File: config.mk
export PLATFORM = sky130hd
export DESIGN_NAME = axi_rd_arbiter
export DESIGN_NICKNAME = d
export VERILOG_FILES = /design/src/rtl/axi_rd_arbiter.sv
export SDC_FILE = /design/constraint.sdc
export NUM_CORES = 1
export LEC_CHECK = 0
export CAP_MARGIN = 20
export CORE_AREA = 5 5 92 94
export CTS_BUF_LIST = sky130_fd_sc_hd__clkbuf_16
export DETAILED_ROUTE_END_ITERATION = 8
export DIE_AREA = 0 0 97 99
export GPL_TIMING_DRIVEN = 0
export HOLD_SLACK_MARGIN = 0.05
export PLACE_DENSITY = 0.8
export SYNTH_ARGS = -nofsm -noshare
export SYNTH_HDL_FRONTEND = slang
export SYNTH_SLANG_ARGS = --single-unit
File: constraint.sdc
create_clock -name aclk -period 1.2 [get_ports aclk]
set_clock_uncertainty 0.05 [all_clocks]
set_input_delay 0.24 -clock aclk [delete_from_list [all_inputs] [get_ports aclk]]
set_output_delay 0.24 -clock aclk [all_outputs]
set_load 0.05 [all_outputs]
File: src/rtl/axi_rd_arbiter.sv
// axi_rd_arbiter: round-robin two-requester AXI4 read arbiter with a single burst outstanding.
module axi_rd_arbiter #(
  parameter int ADDR_W = 32,
  parameter int DATA_W = 32
) (
  input  logic              aclk,
  input  logic              aresetn,
  input  logic              s0_arvalid,
  output logic              s0_arready,
  input  logic [ADDR_W-1:0] s0_araddr,
  input  logic [7:0]        s0_arlen,
  output logic              s0_rvalid,
  input  logic              s0_rready,
  output logic [DATA_W-1:0] s0_rdata,
  output logic [1:0]        s0_rresp,
  output logic              s0_rlast,
  input  logic              s1_arvalid,
  output logic              s1_arready,
  input  logic [ADDR_W-1:0] s1_araddr,
  input  logic [7:0]        s1_arlen,
  output logic              s1_rvalid,
  input  logic              s1_rready,
  output logic [DATA_W-1:0] s1_rdata,
  output logic [1:0]        s1_rresp,
  output logic              s1_rlast,
  output logic [ADDR_W-1:0] M_AXI_ARADDR,
  output logic [7:0]        M_AXI_ARLEN,
  output logic [2:0]        M_AXI_ARSIZE,
  output logic [1:0]        M_AXI_ARBURST,
  output logic              M_AXI_ARVALID,
  input  logic              M_AXI_ARREADY,
  input  logic              M_AXI_RVALID,
  input  logic [DATA_W-1:0] M_AXI_RDATA,
  input  logic [1:0]        M_AXI_RRESP,
  input  logic              M_AXI_RLAST,
  output logic              M_AXI_RREADY,
  output logic              gnt_owner,
  output logic              busy
);
  typedef enum logic [1:0] {IDLE, ADDR, DATA} state_t;
  state_t state_q, state_d;
  logic   owner_q, owner_d;
  logic   last_q, last_d;
  logic   sel0, sel1;
  always_ff @(posedge aclk or negedge aresetn) begin
    if (!aresetn) begin
      state_q <= IDLE;
      owner_q <= 1'b0;
      last_q  <= 1'b1;
    end else begin
      state_q <= state_d;
      owner_q <= owner_d;
      last_q  <= last_d;
    end
  end
  always_comb begin
    state_d = state_q;
    owner_d = owner_q;
    last_d  = last_q;
    case (state_q)
      IDLE: if (s0_arvalid | s1_arvalid) begin
        state_d = ADDR;
        // on a tie the requester not served last wins
        owner_d = (s0_arvalid & s1_arvalid) ? ~last_q : s1_arvalid;
      end
      ADDR: if (M_AXI_ARREADY) state_d = DATA;
      DATA: if (M_AXI_RVALID & M_AXI_RREADY & M_AXI_RLAST) begin
        state_d = IDLE;
        last_d  = owner_q;
      end
      default: state_d = IDLE;
    endcase
  end
  always_comb begin
    sel0          = (state_q == DATA) & ~owner_q;
    sel1          = (state_q == DATA) & owner_q;
    M_AXI_ARVALID = state_q == ADDR;
    M_AXI_ARADDR  = owner_q ? s1_araddr : s0_araddr;
    M_AXI_ARLEN   = owner_q ? s1_arlen : s0_arlen;
    M_AXI_ARSIZE  = 3'b010;
    M_AXI_ARBURST = 2'b01;
    s0_arready    = M_AXI_ARVALID & ~owner_q & M_AXI_ARREADY;
    s1_arready    = M_AXI_ARVALID & owner_q & M_AXI_ARREADY;
    M_AXI_RREADY  = (sel0 & s0_rready) | (sel1 & s1_rready);
    s0_rvalid     = sel0 & M_AXI_RVALID;
    s1_rvalid     = sel1 & M_AXI_RVALID;
    s0_rdata      = sel0 ? M_AXI_RDATA : '0;
    s1_rdata      = sel1 ? M_AXI_RDATA : '0;
    s0_rresp      = sel0 ? M_AXI_RRESP : 2'b00;
    s1_rresp      = sel1 ? M_AXI_RRESP : 2'b00;
    s0_rlast      = sel0 & M_AXI_RLAST;
    s1_rlast      = sel1 & M_AXI_RLAST;
    gnt_owner     = owner_q;
    busy          = state_q != IDLE;
  end
endmodule

==> impl_metrics.json <==
{
  "ios": 246,
  "insertion_delay_ns": 0.23,
  "drive_gt1_share_pct": 67.8,
  "critical_path_required_ns": 0.91,
  "maxSlewViolCount": 0,
  "holdWs_ns": 0.177,
  "clk_pin_slew_worst_paths_ns": 0.03,
  "yosysWarningCount": 0,
  "rows": 32,
  "cts_tree": "yes",
  "gp_congestion": 0.798,
  "critical_path.most_common_cell": "buf_8",
  "vias_per_cell": 4.22,
  "cts_buffers": 3,
  "period_needed_ns": 1.79,
  "ys_seq_area_share_pct": 8.13,
  "crit_type": "reg -> out",
  "crit_arrival_ns": 1.50,
  "root_buffer": "clkbuf_16",
  "grt_setup_unrepaired": "true",
  "final_nets": 550,
  "cellPowerDensity_nw_per_um2": 2040,
  "worst_pin_slew_ns": 0.511,
  "die_area_um2": 9600,
  "die_h_um": 99,
  "leakagePower_nw": 2.34,
  "cp_slowest_stage_delay_ns": 0.44,
  "clock.fmax_ghz": 0.560,
  "grtUsageTotal_pct": 17.2,
  "setup_viol": 120,
  "power_mw": 10.3,
  "syn_area_um2": 1250,
  "synth-seq-cells": 4,
  "fin_crit_sh_pct": 149,
  "grt_overflow_total": 0,
  "grt_max_degree": 12,
  "vdd_drop_max_uv": 1790,
  "tns_ns": -65.07,
  "post_drt_wl_per_cell_um": 17.9,
  "antenna_found_initial": 0,
  "die_w_um": 97,
  "synth.area.top_cells": "mux2_2, and2_1, dfrtp_1, buf_4, dfstp_2",
  "grt_pass1_wl_mm": 13.2,
  "maxSlewHeadroom_pct": 66.0,
  "cts.htree.levels": 1,
  "antennaDiodeCount": 0,
  "start_util_pct": 16.5,
  "dr.pass1.iters": 4,
  "postLayoutCoreUtil_pct": 66.5,
  "totalWireLength_mm": 9.47,
  "violations": "setup timing",
  "cpMaxStageDelayCell": "dfrtp_2",
  "ant_nets": 0,
  "drtIter0Drc": 38,
  "drc": 0,
  "status": "finished, violations left",
  "finalHoldViolCount": 0,
  "synthCells": 155,
  "yosysUniqueCellTypes": 24,
  "hold_class": "in -> async",
  "end_kind": "primary output",
  "post-synth-top-area-cell": "mux2_2",
  "grt_pass1_vias": 2387,
  "worstPathMaxFanout": 8,
  "finalWorstSetupSlack_ns": -0.586,
  "port_buffers": 240,
  "crit_chain": "clkbuf_16 > nor2_4 > buf_12 > buf_8 > and2_4 > buf_8",
  "crit_path_start_kind": "flop",
  "synthToLayoutAreaGrowth_pct": 304,
  "core_um2": 7570,
  "synth.avg_cell_area_um2": 8.04,
  "dp_hpwl_mm": 7.13,
  "fillers": 564,
  "synth_top_area_share_pct": 37.0,
  "vias": 2230,
  "cts.sinks": 4,
  "clock_path_buffers": 2,
  "maxCapViolations": 0
}
[critical path, delay by kind of cell (launching register included)]
| family | cells | cell delay [ns] |
|---|---|---|
| buffers and inverters | 4 | 0.58 |
| and+or+nand+nor | 2 | 0.24 |
| DFF | 1 | 0.44 |
[logic make-up (layout without fill, tap and decap cells)]
family	count (synthesis)	after routing	synth area share, %
AND/OR/NAND/NOR	85	87	43.1
other	2	5	0.603
buffers and inverters	18	284	8.43
AO/OA/AOI/OAI	4	4	1.91
flip-flops	4	4	8.13
multiplexers	42	42	37.9
[timing repair]
item | in CTS | in global routing
hold buffers | 0 | 0
resized for setup | 821 | 122
pin swaps | 6 | 6
buffers inserted | 6 | 9
endpoints found under the setup margin | 120 | 120
cloned | 8 | 1
[sequential cells by signal, indices dropped and copies added (netlist names)]
| signal | cells |
|---|---|
| gnt_owner | 1 |
| state_q | 2 |
| last_q | 1 |
[cells in the final DEF (no fill, tap or decap), types with 2 or more instances in the layout]
cell	count
buf_2	10
dfrtp_2	2
and2_4	70
mux2_2	2
and2_2	2
nor2_4	8
clkdlybuf4s50_1	122
buf_6	30
clkbuf_16	4
mux2_4	39
buf_12	6
buf_8	89
buf_4	19
conb_1	5
[final timing paths]
kind                            start          end  slack (ns)  cells after the start
max                         gnt_owner  s0_rdata[9]       -0.59                      6
min                           aresetn   state_q[1]        0.18                      1
max reg2reg                 gnt_owner       last_q       -0.51                      6
min reg2reg                state_q[1]   state_q[0]        0.56                      2
max in group asynchronous     aresetn       last_q        0.67                      1
min in group aclk          state_q[1]   state_q[0]        0.56                      2
[Yosys cell counts]
| cell | n |
|---|---|
| dfstp_2 | 1 |
| and2_1 | 72 |
| nor3_1 | 1 |
| clkbuf_1 | 1 |
| nor2b_1 | 1 |
| buf_6 | 1 |
| inv_1 | 2 |
| a21oi_1 | 1 |
| buf_4 | 5 |
| buf_2 | 4 |
| a211oi_1 | 1 |
| a31oi_1 | 1 |
| nand2b_1 | 1 |
| o21ai_0 | 1 |
| nor2_4 | 2 |
| clkbuf_2 | 5 |
| dfrtp_1 | 3 |
| nor3_2 | 1 |
| mux2i_1 | 1 |
| nand2_1 | 2 |
| mux2_2 | 41 |
| conb_1 | 2 |
| nor2_1 | 4 |
| nand2b_4 | 1 |
[cell type report]
type / instances / area, um2 / share of cell area (%)
Inverter: 2 / 15.0 / 0.299
Sequential cell: 4 / 104 / 2.07
Timing Repair Buffer: 262 / 3020 / 60.1
Clock buffer: 3 / 75.1 / 1.49
Buffer: 16 / 218 / 4.33
Clock inverter: 1 / 3.75 / 0.0746
Tap cell: 102 / 128 / 2.54
Multi-Input combinational cell: 138 / 1460 / 29.1
[layer usage]
| layer | global-route usage (%) | part of all wire (%) |
|---|---|---|
| met1 | 17.5 | 35 |
| met2 | 35.1 | 57 |
| met3 | 4.10 | 6.6 |
| met4 | 3.24 | 1.7 |
| met5 | 0 | 0 |
[where the power goes]
group | internal [mW] | switching, mW
logic | 4.39 | 5.06
registers | 0.221 | 0.0702
clock network | 0.432 | 0.112
[metrics by stage]
step / instances / cell area, um2 / setup WS [ns]
after floorplan: 158 / 1670 / -0.389
after global placement: 500 / 4200 / -1.14
after detailed placement: 500 / 4200 / -1.15
after CTS: 518 / 4700 / -0.603
after global routing: 528 / 5030 / -0.627
final: 528 / 5030 / -0.586
Note: power is estimated with default switching activity, not from simulation.
==> variant, RTL diff (config.mk and constraints unchanged) <==
Set the parameter `DATA_W` to 28 (it was 32).
--- a/src/rtl/axi_rd_arbiter.sv
+++ b/src/rtl/axi_rd_arbiter.sv
@@ -1,7 +1,7 @@
 // axi_rd_arbiter: round-robin two-requester AXI4 read arbiter with a single burst outstanding.
 module axi_rd_arbiter #(
   parameter int ADDR_W = 32,
-  parameter int DATA_W = 32
+  parameter int DATA_W = 28
 ) (
   input  logic              aclk,
   input  logic              aresetn,
Ports: changed (resized M_AXI_RDATA, s0_rdata and s1_rdata); port bits go from 246 to 234. No check against the original RTL was run, so the function may have changed too.
==> variant against the original RTL <==
The run still ends with setup timing left. Cell area down 7.5%. Maximum frequency grew 0.65%. Critical path type unchanged. Count of clock-buffer cells in the layout stayed put. Wire length down 13%. Setup slack gained 0.012 ns. Power down 9.4%. Largest cell class unchanged. Synthesized area down 4.7%. Critical path depth stayed put. Die area is the same. Sequential cell count unchanged.
==> variant: results (changes against the original RTL) <==
part of the Yosys area used for sequential elements 0.0854 (was 0.0813); maximum VDD drop 1310 uV (was 1790 uV); worst slack, placed -1.05 ns (was -1.15 ns); PortBufs 228 (was 240); GRT Util Overall 0.155 (was 0.172); Iteration-0 DRC Markers 14 (was 38); status finished, violations left (unchanged); max incr delay on CP 0.41 ns (was 0.44 ns); dpl cells 480 (was 500); vias in the first global route 2293 (was 2387); nets@finish 512 (was 550); total negative slack -55.80 ns (was -65.07 ns); first-pass GRT wire length 12000 um (was 13200 um); Syn Area/Cell 8.08 sq um (was 8.04 sq um); Max Fanout on Critical Path 10 (was 8); DP HPWL 6570 um (was 7130 um); overall via count from detail_route 2017 (was 2230); pin count of the biggest net entering global routing 11 (was 12); violated checks setup timing (unchanged); wire length per cell 16.6 um (was 17.9 um); final setup margin -0.575 ns (was -0.586 ns); Synth top cells by count and2_1 (64), mux2_2 (40), buf_4 (5), clkbuf_2 (5), nor2_1 (5) (was and2_1 (72), mux2_2 (41), buf_4 (5), clkbuf_2 (5)); WL final 8220 um (was 9470 um); CP Data Arrival Time 1.48 ns (was 1.50 ns); Synth area leaders mux2_2 (38%), and2_1 (34%), dfrtp_1 (6.3%), buf_4 (3.2%), dfstp_2 (2.2%) (was mux2_2 (37%), and2_1 (36%), dfrtp_1 (6.0%), buf_4 (3.0%), dfstp_2 (2.1%)); GP Congestion 0.822 (was 0.798); Setup violations, final 111 (was 120); fraction of layout cells with a size suffix above 1 0.658 (was 0.678)
-- variant: cell count changes after synthesis --
cell | unedited run | this run
and2_1 | 72 | 64
mux2_2 | 41 | 40
mux2_4 | 0 | 1
nor2_1 | 4 | 5
nor2_2 | 0 | 1
nor2_4 | 2 | 0
-- variant: power breakdown --
group | internal [uW] | switching, uW
clock | 431 | 103
sequential | 221 | 67.0
combinational | 3880 | 4610
total | 4530 | 4780
-- variant: worst paths after layout --
path / from / to / slack (ns) / cells after the start
worst min-delay path: aresetn / state_q[0]$_DFFE_PN0P_ / 0.17 / 1
max in group asynchronous: aresetn / last_q$_DFFE_PN1P_ / 0.69 / 1
min in group aclk: state_q[1]$_DFFE_PN0P_ / state_q[0]$_DFFE_PN0P_ / 0.48 / 1
worst min register to register: state_q[1]$_DFFE_PN0P_ / state_q[0]$_DFFE_PN0P_ / 0.48 / 1
worst max register to register: gnt_owner$_DFFE_PN0P_ / last_q$_DFFE_PN1P_ / -0.32 / 5
worst max-delay path: gnt_owner$_DFFE_PN0P_ / s0_rdata[23] / -0.57 / 6
-- variant: cell type report --
class                      instances  area, sq um
buffer                            16          205
inverter                           2         15.0
fill                             593         2910
clock inverter                     1         3.75
sequential                         4          104
clock buffer                       3         75.1
multi-input combinational        128         1360
timing repair buffer             238         2770
tap                              102          128
-- variant: worst max-delay path: cells and delay by family, from the launching register on --
kind | cells | cell delay [ns]
buffers and inverters | 4 | 0.58
flip-flops | 1 | 0.41
AND/OR/NAND/NOR | 2 | 0.27
-- variant: cell families after synthesis --
| group | count (synthesis) | synth area share |
|---|---|---|
| AOI/OAI and AO/OA | 4 | 0.0200 |
| muxes | 42 | 0.400 |
| DFF | 4 | 0.0854 |
| other | 2 | 0.00632 |
| and+or+nand+nor | 77 | 0.399 |
| buffers and inverters | 18 | 0.0885 |
-- variant: routing by layer --
metal,global-route usage,vias to the layer above,routed length [um]
li1,-,961,-
met1,0.146,930,2580
met2,0.326,114,4860
met3,0.0488,12,660
met4,0.0270,0,125
met5,0,-,0
-- variant: repair_timing --
item,4_1_cts,5_1_grt
gates cloned,3,0
gates resized for setup,837,3
setup buffers,3,4
setup endpoints to repair,112,111
pin swaps,4,2
-- variant: through the flow --
stage                     hold slack, ns  instance area, sq um  total power, uW
after global routing               0.182                  4650             9650
final                              0.168                  4650             9310
after detailed placement           0.404                  4070             7860
after global placement             0.406                  4070             7810
after CTS                          0.171                  4610             9220
after floorplan                   -0.106                  1660             5690
